$ cat src/rtl/jtcontra_snd_mailbox_pkg.sv
// Shared sound-side definitions for the Contra sound mailbox.
//   IRQ_LEVEL : snd_irq_n low while the command FIFO holds any word.
//   IRQ_EDGE  : snd_irq_n low from an accepted push until snd_irq_clr.
package jtcontra_snd_mailbox_pkg;

  localparam int IRQ_LEVEL = 0;
  localparam int IRQ_EDGE  = 1;

  // True when the given mode asks for a latched (push-set) interrupt.
  function automatic bit irq_is_edge(input int mode);
    return mode == IRQ_EDGE;
  endfunction

endpackage

$ cat src/rtl/jtcontra_mbox_fifo.sv
// Command FIFO between main CPU and sound CPU, first-word-fall-through.
// Ports:
//   clk, rstn        clock, asynchronous active-low reset
//   push, din        push strobe and word (dropped when full unless popping)
//   pop              pop strobe (ignored when empty)
//   dout             head word, combinational from the read pointer
//   cnt              entry count, 0 .. 2**AW
//   full, empty      decoded from cnt
//   push_ok          push accepted this cycle
module jtcontra_mbox_fifo #(
  parameter int DW = 8,
  parameter int AW = 2
) (
  input  logic          clk,
  input  logic          rstn,
  input  logic          push,
  input  logic [DW-1:0] din,
  input  logic          pop,
  output logic [DW-1:0] dout,
  output logic [AW:0]   cnt,
  output logic          full,
  output logic          empty,
  output logic          push_ok
);

  localparam int          DEPTH    = 2**AW;
  localparam logic [AW:0] CNT_FULL = (AW+1)'(DEPTH);

  logic [DW-1:0] mem [DEPTH];
  logic [AW-1:0] wr_ptr_q, wr_ptr_d;
  logic [AW-1:0] rd_ptr_q, rd_ptr_d;
  logic [AW:0]   cnt_q, cnt_d;
  logic          pop_ok;

  assign full   = (cnt_q == CNT_FULL);
  assign empty  = (cnt_q == '0);
  assign cnt    = cnt_q;
  assign dout   = mem[rd_ptr_q];

  assign pop_ok  = pop && !empty;
  // A full FIFO still accepts a push when a pop frees a slot on the same edge.
  assign push_ok = push && (!full || pop_ok);

  // NOTE: every variable driven in always_comb gets a default first, so no
  // path leaves it unassigned and no latch is inferred.
  always_comb begin
    wr_ptr_d = wr_ptr_q;
    rd_ptr_d = rd_ptr_q;
    cnt_d    = cnt_q;
    if (push_ok) wr_ptr_d = wr_ptr_q + 1'b1;
    if (pop_ok)  rd_ptr_d = rd_ptr_q + 1'b1;
    unique case ({push_ok, pop_ok})
      2'b10:   cnt_d = cnt_q + 1'b1;
      2'b01:   cnt_d = cnt_q - 1'b1;
      default: cnt_d = cnt_q;
    endcase
  end

  // NOTE: sequential state uses non-blocking assignments so all registers
  // update together from pre-edge values.
  always_ff @(posedge clk or negedge rstn) begin
    if (!rstn) begin
      wr_ptr_q <= '0;
      rd_ptr_q <= '0;
      cnt_q    <= '0;
    end else begin
      wr_ptr_q <= wr_ptr_d;
      rd_ptr_q <= rd_ptr_d;
      cnt_q    <= cnt_d;
    end
  end

  // NOTE: storage has no reset; the pointers/count make stale words
  // unreachable, and leaving it unreset lets it map onto RAM.
  always_ff @(posedge clk) begin
    if (push_ok) mem[wr_ptr_q] <= din;
  end

endmodule

$ cat src/rtl/jtcontra_snd_mailbox.sv
// Main-CPU to sound-CPU mailbox: command FIFO, sound interrupt, overflow
// flag and a single-word reply latch back to the main CPU.
// Ports:
//   clk, rstn                         clock, asynchronous active-low reset
//   main_we, main_din                 command push
//   main_full, main_ovf, main_ovf_clr FIFO full, sticky overflow and its clear
//   main_reply, main_reply_vld/_ack   reply word, pending flag, acknowledge
//   snd_rd, snd_dout, snd_empty       pop strobe, head word, empty flag
//   snd_cnt                           FIFO entry count
//   snd_irq_n, snd_irq_clr            active-low IRQ, clear (edge mode only)
//   snd_reply_we, snd_reply_din       reply latch write
module jtcontra_snd_mailbox
  import jtcontra_snd_mailbox_pkg::*;
#(
  parameter int DW       = 8,
  parameter int AW       = 2,
  parameter int IRQ_MODE = IRQ_LEVEL
) (
  input  logic          clk,
  input  logic          rstn,
  input  logic          main_we,
  input  logic [DW-1:0] main_din,
  output logic          main_full,
  output logic          main_ovf,
  input  logic          main_ovf_clr,
  output logic [DW-1:0] main_reply,
  output logic          main_reply_vld,
  input  logic          main_reply_ack,
  input  logic          snd_rd,
  output logic [DW-1:0] snd_dout,
  output logic          snd_empty,
  output logic [AW:0]   snd_cnt,
  output logic          snd_irq_n,
  input  logic          snd_irq_clr,
  input  logic          snd_reply_we,
  input  logic [DW-1:0] snd_reply_din
);

  logic push_ok;
  logic ovf_q,   ovf_d;
  logic irq_q,   irq_d;
  logic [DW-1:0] reply_q, reply_d;
  logic vld_q,   vld_d;

  jtcontra_mbox_fifo #(
    .DW (DW),
    .AW (AW)
  ) u_fifo (
    .clk     (clk),
    .rstn    (rstn),
    .push    (main_we),
    .din     (main_din),
    .pop     (snd_rd),
    .dout    (snd_dout),
    .cnt     (snd_cnt),
    .full    (main_full),
    .empty   (snd_empty),
    .push_ok (push_ok)
  );

  always_comb begin
    // Overflow: a dropped push sets the flag; set beats clear.
    ovf_d = ovf_q;
    if (main_ovf_clr)          ovf_d = 1'b0;
    if (main_we && !push_ok)   ovf_d = 1'b1;

    // Level mode registers (cnt != 0), so the IRQ trails the count by a clk.
    // Edge mode latches on each accepted push; set beats clear.
    irq_d = irq_q;
    if (irq_is_edge(IRQ_MODE)) begin
      if (snd_irq_clr) irq_d = 1'b0;
      if (push_ok)     irq_d = 1'b1;
    end else begin
      irq_d = (snd_cnt != '0);
    end

    // Reply latch: a write beats a simultaneous acknowledge.
    reply_d = reply_q;
    vld_d   = vld_q;
    if (main_reply_ack) vld_d = 1'b0;
    if (snd_reply_we) begin
      reply_d = snd_reply_din;
      vld_d   = 1'b1;
    end
  end

  always_ff @(posedge clk or negedge rstn) begin
    if (!rstn) begin
      ovf_q   <= 1'b0;
      irq_q   <= 1'b0;
      reply_q <= '0;
      vld_q   <= 1'b0;
    end else begin
      ovf_q   <= ovf_d;
      irq_q   <= irq_d;
      reply_q <= reply_d;
      vld_q   <= vld_d;
    end
  end

  assign main_ovf       = ovf_q;
  assign snd_irq_n      = ~irq_q;
  assign main_reply     = reply_q;
  assign main_reply_vld = vld_q;

endmodule

$ cat config.mk
export PLATFORM = sky130hd
export DESIGN_NAME = jtcontra_snd_mailbox
export DESIGN_NICKNAME = d
export VERILOG_FILES = /design/src/rtl/jtcontra_snd_mailbox_pkg.sv /design/src/rtl/jtcontra_mbox_fifo.sv /design/src/rtl/jtcontra_snd_mailbox.sv
export SDC_FILE = /design/constraint.sdc
export NUM_CORES = 1
export LEC_CHECK = 0
export CORE_MARGIN = 5
export CORE_UTILIZATION = 40
export DETAILED_ROUTE_END_ITERATION = 10
export PLACE_DENSITY = 0.66
export SYNTH_ARGS = -nofsm -noshare
export SYNTH_HDL_FRONTEND = slang
export SYNTH_HIERARCHICAL = 1
export SYNTH_SLANG_ARGS = --single-unit
$ cat constraint.sdc
create_clock -name clk -period 5.2 [get_ports clk]
set_input_delay 1.04 -clock clk [delete_from_list [all_inputs] [get_ports clk]]
set_output_delay 1.04 -clock clk [all_outputs]
set_load 0.02 [all_outputs]
==> results.md, run 1 <==
* Result of the run: completed
* R2r startpoint: u_fifo/cnt[0]
* DRT Pass-1 Iters at 4
* DP Area at 0.002570 mm^2
* Slew at the pin closest to its max-slew limit at 875.3 ps
* Final Cell Area at 0.002678 mm^2
* Cells on worst reg2reg path at 9
* Clock latency reported for the late side of the worst-skew pair at 300 ps
* Area growth, synth to finish at 31.13%
* HPWL reported at the end of detailed placement at 2488 um
* TritonCTS Buffers at 5
* Fraction of final layout cells with drive strength greater than 1 at 19.62%
* Number of global-route vias before repair at 1203
* Number of buffers between clock root and the deepest sink at 2
* IR drop worst, VDD at 0.1724 mV
* Area share of and/or/nand/nor cells after synthesis at 3.186%
* Final Hold Vio Count at 0
* Count of cell types in the netlist at 24
* Final-layout setup total negative slack at 0 ps
* Setup slack of the critical path after layout at 2003 ps
* Fraction of the yosys area taken by sequential cells at 69.12%
* Source of the worst hold timing path: main_reply_vld
* Tmin final at 3197 ps
* Number of setup violations in the final report at 0
* Pin count of the biggest net entering global routing at 19
* Required time worst endpoint at 4160 ps
* Pre-CTS setup slack at 2274 ps
* H-Tree Level Count at 2
* RSZ-0062 raised after global routing: false
* Post-synthesis area per instance at 19.08 um^2
* Cell depth of the worst hold path at 1
* Slowest cell on the critical path: sky130_fd_sc_hd__dfrtp_1
* Instance count of the mapped netlist at 107
* Number of antenna violations at the first check in global routing at 0
* Fin nets at 187
* Kind of cell adding the most delay to the critical path: flip-flops
* Standard-cell rows at 26
* Part of the cycle the worst path needs at 61.48%
* Number of hold buffers added after CTS at 0
* GRT overflow at 0
* Synth Net Count at 137
* Y dimension of the die at 81.45 um
* Total routing resource utilization after global routing at 11.93%
* Commonest cells after routing, fill and taps aside: sky130_fd_sc_hd__clkdlybuf4s50_1, sky130_fd_sc_hd__edfxtp_1, sky130_fd_sc_hd__dfrtp_1, sky130_fd_sc_hd__inv_1, sky130_fd_sc_hd__mux2_4
* Start point of the critical path: u_fifo/rd_ptr_q[0]
* Die extent in x at 81.45 um
* Max-capacitance violation count at 0
* Initial Util at 40.50%
* Post-DR vias/cell at 4.689
* Power density cells at 502.0 mW/mm^2
* Post-Route WL at 3500 um
* Async set-or-reset flop fraction in the synthesized netlist at 36.00%
* Achievable Freq at 312.8 MHz
* Number of storage elements in the synthesis netlist at 50
* Worst Path Max Fanout at 10
* TritonCTS clock tree: yes
* Global placer's final weighted congestion at 0.7644
* XOR/XNOR Fraction of Synth Area at 2.574%
* Worst slew margin relative to its limit at 41.46%
* Most common library cell in the layout ignoring fill and taps: sky130_fd_sc_hd__clkdlybuf4s50_1
* Most instantiated flip-flop cell in the synthesis netlist: sky130_fd_sc_hd__edfxtp_1
* Worst endpoint data arrival time at 2160 ps
* Iteration-0 DRC Markers at 57
* Number of placed I/O pins at 48
* Die footprint at 0.006634 mm^2
* Wire length of the first global-routing pass at 5851 um
* Worst-path cell chain: mux4_2 -> clkdlybuf4s50_1
* Final routed DRC violation total at 0
* Number of synthesized flops with an enable pin at 32
* Leading cell types by total area after synthesis: sky130_fd_sc_hd__edfxtp_1, sky130_fd_sc_hd__dfrtp_1, sky130_fd_sc_hd__mux4_2
* Final antenna diode count at 0
* Post-CTS resize count at 0
* DRT antenna net count at 0
* Number of buffers inserted by post-CTS setup repair at 0
* Main combinational cell family by area after synthesis: multiplexers
* Hold endpoint: main_reply_vld
* Setup Crit Path Kind: flop to output pin
* Max-slew violation count at 0
* Flop-to-flop setup slack at 3120 ps
* Kind of start point of the critical path: flop
* Share of synthesized area spent on multiplexers at 15.93%
* Area share of the leading cell type in the synthesized netlist at 47.06%
* Clock tree root buffer cell: sky130_fd_sc_hd__clkbuf_8
* Slowest cell delay on critical path at 720 ps
* Most area-hungry cell type in the Yosys netlist: sky130_fd_sc_hd__edfxtp_1
* Total number of vias at 1069
* Post-CTS clock slew at the launch and capture registers of the worst setup and hold paths at 90 ps
* Capture point of the worst reg-to-reg path: u_fifo/cnt[2]
* Clk sink count at 50
* Buffers & Inverters on Critical Path at 1
* Classification of the worst-slack hold path: flop to flop
* Core outline area at 0.005042 mm^2
* Yosys warns at 6
* Static leakage at 1.035 nW
* Minimum hold slack at 509.8 ps
* Setup Skew at 5.574 ps
* Compound-gate portion of the synthesized area at 2.145%
* Count of port buffers added during placement at 46
* Endpoint kind of the worst setup timing path: output pin
* Per-cell routed wire length at 15.35 um
* Adder-cell area share of the yosys netlist at 4.044%
* Synthesized cell area at 0.002042 mm^2
sequential cells by signal, summed over array words and instances, names as in the netlist:
register / cells
u_fifo/mem: 32
main_reply: 8
u_fifo/cnt: 3
u_fifo/rd_ptr_q: 2
u_fifo/wr_ptr_q: 2
irq_q: 1
main_ovf: 1
main_reply_vld: 1
layer usage:
layer / vias to the layer above / wire length, um / GRT usage [%]
met4: 0 / 24 / 2.872
met2: 45 / 1693 / 18.81
met1: 533 / 1475 / 14.80
met3: 3 / 307 / 5.811
met5: - / 0 / 0
li1: 488 / - / -
cells by family (layout without fill, tap and decap cells):
| group | count (synthesis) | in the layout |
|---|---|---|
| fa+ha+maj | 6 | 6 |
| xor+xnor | 6 | 6 |
| compound gates | 4 | 4 |
| buf+inv | 14 | 65 |
| mux | 18 | 18 |
| simple gates | 9 | 9 |
| flops | 50 | 50 |
worst max-delay path by stage:
stage | depth (start not counted) | to | slack [ps]
floorplan | 9 | u_fifo/cnt[2] | 2900
global placement | 2 | snd_dout[7] | 2270
detailed placement | 2 | snd_dout[7] | 2270
CTS | 2 | snd_dout[7] | 1930
global route | 2 | snd_dout[6] | 1850
finish | 2 | snd_dout[7] | 2000
cell usage after synthesis, types with 2 or more instances:
cell type / n
sky130_fd_sc_hd__and2_1: 2
sky130_fd_sc_hd__and2_2: 2
sky130_fd_sc_hd__dfrtp_1: 18
sky130_fd_sc_hd__edfxtp_1: 32
sky130_fd_sc_hd__ha_1: 5
sky130_fd_sc_hd__inv_1: 11
sky130_fd_sc_hd__mux2_4: 9
sky130_fd_sc_hd__mux4_2: 8
sky130_fd_sc_hd__xnor2_1: 3
sky130_fd_sc_hd__xor2_1: 3
worst register-to-register path, cell delays in order (launching register included):
cell                       delay, ps
sky130_fd_sc_hd__dfrtp_1         480
sky130_fd_sc_hd__nor3b_4         290
sky130_fd_sc_hd__a21boi_4        130
sky130_fd_sc_hd__inv_1            80
sky130_fd_sc_hd__ha_1            180
sky130_fd_sc_hd__inv_1            60
sky130_fd_sc_hd__fa_1            370
sky130_fd_sc_hd__xor2_1          150
sky130_fd_sc_hd__nor2_1          110
sky130_fd_sc_hd__xor2_1          170
final cells by class:
class	count	area, um^2
multi-input combinational	43	569.3
tap	70	87.58
sequential	50	1411
clock buffer	6	93.84
fill	435	2365
inverter	11	41.29
clock inverter	2	13.76
timing repair buffer	46	460.4
power breakdown:
group          leakage, nW  switching [mW]  internal (mW)
Clock               0.0567           0.124          0.125
Combinational        0.477           0.226          0.269
Sequential           0.501          0.0826          0.518
Total                 1.03           0.432          0.912
through the flow:
stage                     std cells  util, %  power [mW]
after detailed placement        220    50.97       1.113
after floorplan                 107        -      0.8991
final                           228    53.10       1.344
after CTS                       228    53.10       1.363
after global placement          220    50.97       1.095
after global routing            228    53.10       1.427
No activity file was read; power rests on OpenSTA's default activity.
==> run 2, diff against run 1 <==
--- a/config.mk
+++ b/config.mk
@@ -8,7 +8,7 @@
 export CORE_MARGIN = 5
 export CORE_UTILIZATION = 40
 export DETAILED_ROUTE_END_ITERATION = 10
-export PLACE_DENSITY = 0.66
+export PLACE_DENSITY = 0.69
 export SYNTH_ARGS = -nofsm -noshare
 export SYNTH_HDL_FRONTEND = slang
 export SYNTH_HIERARCHICAL = 1
==> constraint.sdc (replaced) <==
create_clock -name clk -period 2.9 [get_ports clk]
set_input_delay 0.58 -clock clk [delete_from_list [all_inputs] [get_ports clk]]
set_output_delay 0.58 -clock clk [all_outputs]
set_load 0.02 [all_outputs]
==> run 2 against run 1 <==
Net effect:
- utilization is 0.27 points higher
- critical path depth unchanged
- wire length grew 1.8%
- global-route usage about the same
==> results.md, run 2 (synthesis results as in run 1) <==
* Area growth, synth to finish at 31.80%
* Minimum hold slack at 516.8 ps
* Net switching power of the design at 0.7803 mW
* Final-layout setup total negative slack at 0 ps
* RSZ-0062 raised after global routing: false
* Total area of multi-input combinational cells at 569.3 um^2
* Clk sink count at 50
* TritonCTS Buffers at 5
* Pin count of the biggest net entering global routing at 19
* Commonest cells after routing, fill and taps aside: sky130_fd_sc_hd__clkdlybuf4s50_1, sky130_fd_sc_hd__edfxtp_1, sky130_fd_sc_hd__dfrtp_1, sky130_fd_sc_hd__inv_1, sky130_fd_sc_hd__mux2_4
* Post-Route WL at 3564 um
* Register with the highest flop count: u_fifo/mem
* Cells on worst reg2reg path at 9
* Iteration-0 DRC Markers at 68
* Post-CTS clock slew at the launch and capture registers of the worst setup and hold paths at 90 ps
* TritonCTS clock tree: yes
* Number of buffers between clock root and the deepest sink at 2
* Number of setup violations in the final report at 0
* Result of the run: completed
* Number of placed I/O pins at 48
* Total routing resource utilization after global routing at 11.94%
* Worst slew margin relative to its limit at 46.23%
* Final routed DRC violation total at 0
* Register Area at 0.001411 mm^2
* Initial Util at 40.50%
* Static leakage at 1.033 nW
* Final Hold Vio Count at 0
* Clock tree root buffer cell: sky130_fd_sc_hd__clkbuf_8
* Global placer's final weighted congestion at 0.8002
* Setup Crit Path Kind: flop to output pin
* Slew at the pin closest to its max-slew limit at 804.1 ps
* Endpoint kind of the worst setup timing path: output pin
* Switching power as a share of total power at 31.72%
* Total number of vias at 1066
* GRT overflow at 0
* Clock latency reported for the late side of the worst-skew pair at 300 ps
* Post-CTS resize count at 0
* H-Tree Level Count at 2
* Number of hold buffers added after CTS at 0
* Wire length of the first global-routing pass at 5692 um
* Tmin final at 2697 ps
* Part of the cycle the worst path needs at 93.01%
* Flop-to-flop setup slack at 810 ps
* Max-capacitance violation count at 0
* Number of antenna violations at the first check in global routing at 0
* Combinational share of power at 36.9%
* Standard-cell rows at 26
* Number of buffers inserted by post-CTS setup repair at 0
* Post-DR vias/cell at 4.655
* Die extent in x at 81.45 um
* Final antenna diode count at 0
* Y dimension of the die at 81.45 um
* Worst endpoint data arrival time at 2120 ps
* Kind of start point of the critical path: flop
* DRT antenna net count at 0
* Internal Pwr Total at 1.680 mW
* Max-slew violation count at 0
* Power density cells at 914.1 mW/mm^2
* Worst Path Max Fanout at 9
* Die footprint at 0.006634 mm^2
* Final core utilization at 53.37%
* Classification of the worst-slack hold path: flop to flop
* Number of global-route vias before repair at 1215
* Fin nets at 188
* Number of fill cells at 415
* Power share of the clock group at 19.6%
* Total Power Consumption at 2.460 mW
* Cell depth of the worst hold path at 1
* IR drop worst, VDD at 0.2933 mV
* Fraction of final layout cells with drive strength greater than 1 at 20.13%
* Setup Skew at 6.455 ps
* DRT Pass-1 Iters at 4
* Max reg flops at 32
* Most common library cell in the layout ignoring fill and taps: sky130_fd_sc_hd__clkdlybuf4s50_1
* Count of port buffers added during placement at 46
* Sequential power share at 43.5%
* Achievable Freq at 370.7 MHz
* Core outline area at 0.005042 mm^2
* HPWL reported at the end of detailed placement at 2608 um
* Per-cell routed wire length at 15.56 um
* Required time worst endpoint at 2320 ps
## run 2: changes by cell type in the layout (fill, tap and decap cells not counted)
cell	change
sky130_fd_sc_hd__buf_4	+1
sky130_fd_sc_hd__bufinv_16	+1
sky130_fd_sc_hd__clkbuf_16	-1
sky130_fd_sc_hd__clkinv_2	-1
sky130_fd_sc_hd__clkinvlp_4	+2
sky130_fd_sc_hd__inv_6	-1
## run 2: power groups by stage
stage / clock network [mW] / logic (mW) / registers [mW]
CTS: 0.504 / 0.924 / 1.08
global route: 0.527 / 0.970 / 1.10
global placement: 0 / 0.885 / 1.08
floorplan: 0 / 0.556 / 1.06
finish: 0.481 / 0.908 / 1.07
detailed placement: 0 / 0.921 / 1.09
## run 2: metrics by stage
stage	cells	worst slack [ps]	instance area [um^2]
2_1_floorplan	107	747.7	2042
3_3_place_gp	221	494.5	2577
3_5_place_dp	221	428.9	2577
4_1_cts	229	144.9	2691
5_1_grt	229	82.67	2691
6_report	229	202.7	2691
## run 2: worst paths after layout
kind | startpoint | end
min in group asynchronous | rstn | main_reply[0]
max | u_fifo/rd_ptr_q[0] | snd_dout[6]
max in group asynchronous | rstn | u_fifo/wr_ptr_q[1]
max reg2reg | u_fifo/cnt[0] | u_fifo/cnt[2]
min reg2reg | main_reply[3] | main_reply[3]
min | main_reply[3] | main_reply[3]
## run 2: metal layers
metal  part of all wire [%]  vias up  global-route usage [%]
met5                      0        -                       0
met4                    2.0        0                   5.574
met3                    9.0        8                   5.702
met2                     52       43                   21.01
met1                     37      530                   11.76
li1                       -      485                       -
## run 2: area by class of cell
cell class              instances  area share [%]
flip-flops and latches         50           52.44
multi-input cells              43           21.15
repair buffers                 47           17.39
well taps                      70           3.254
clock buffers                   5           2.557
clock inverters                 3           1.674
inverters                      11           1.534
## run 2: worst max-delay path, cell delays in order, from the launching register on
cell                              delay (ps)
sky130_fd_sc_hd__dfrtp_1                 680
sky130_fd_sc_hd__mux4_2                  580
sky130_fd_sc_hd__clkdlybuf4s50_1         550
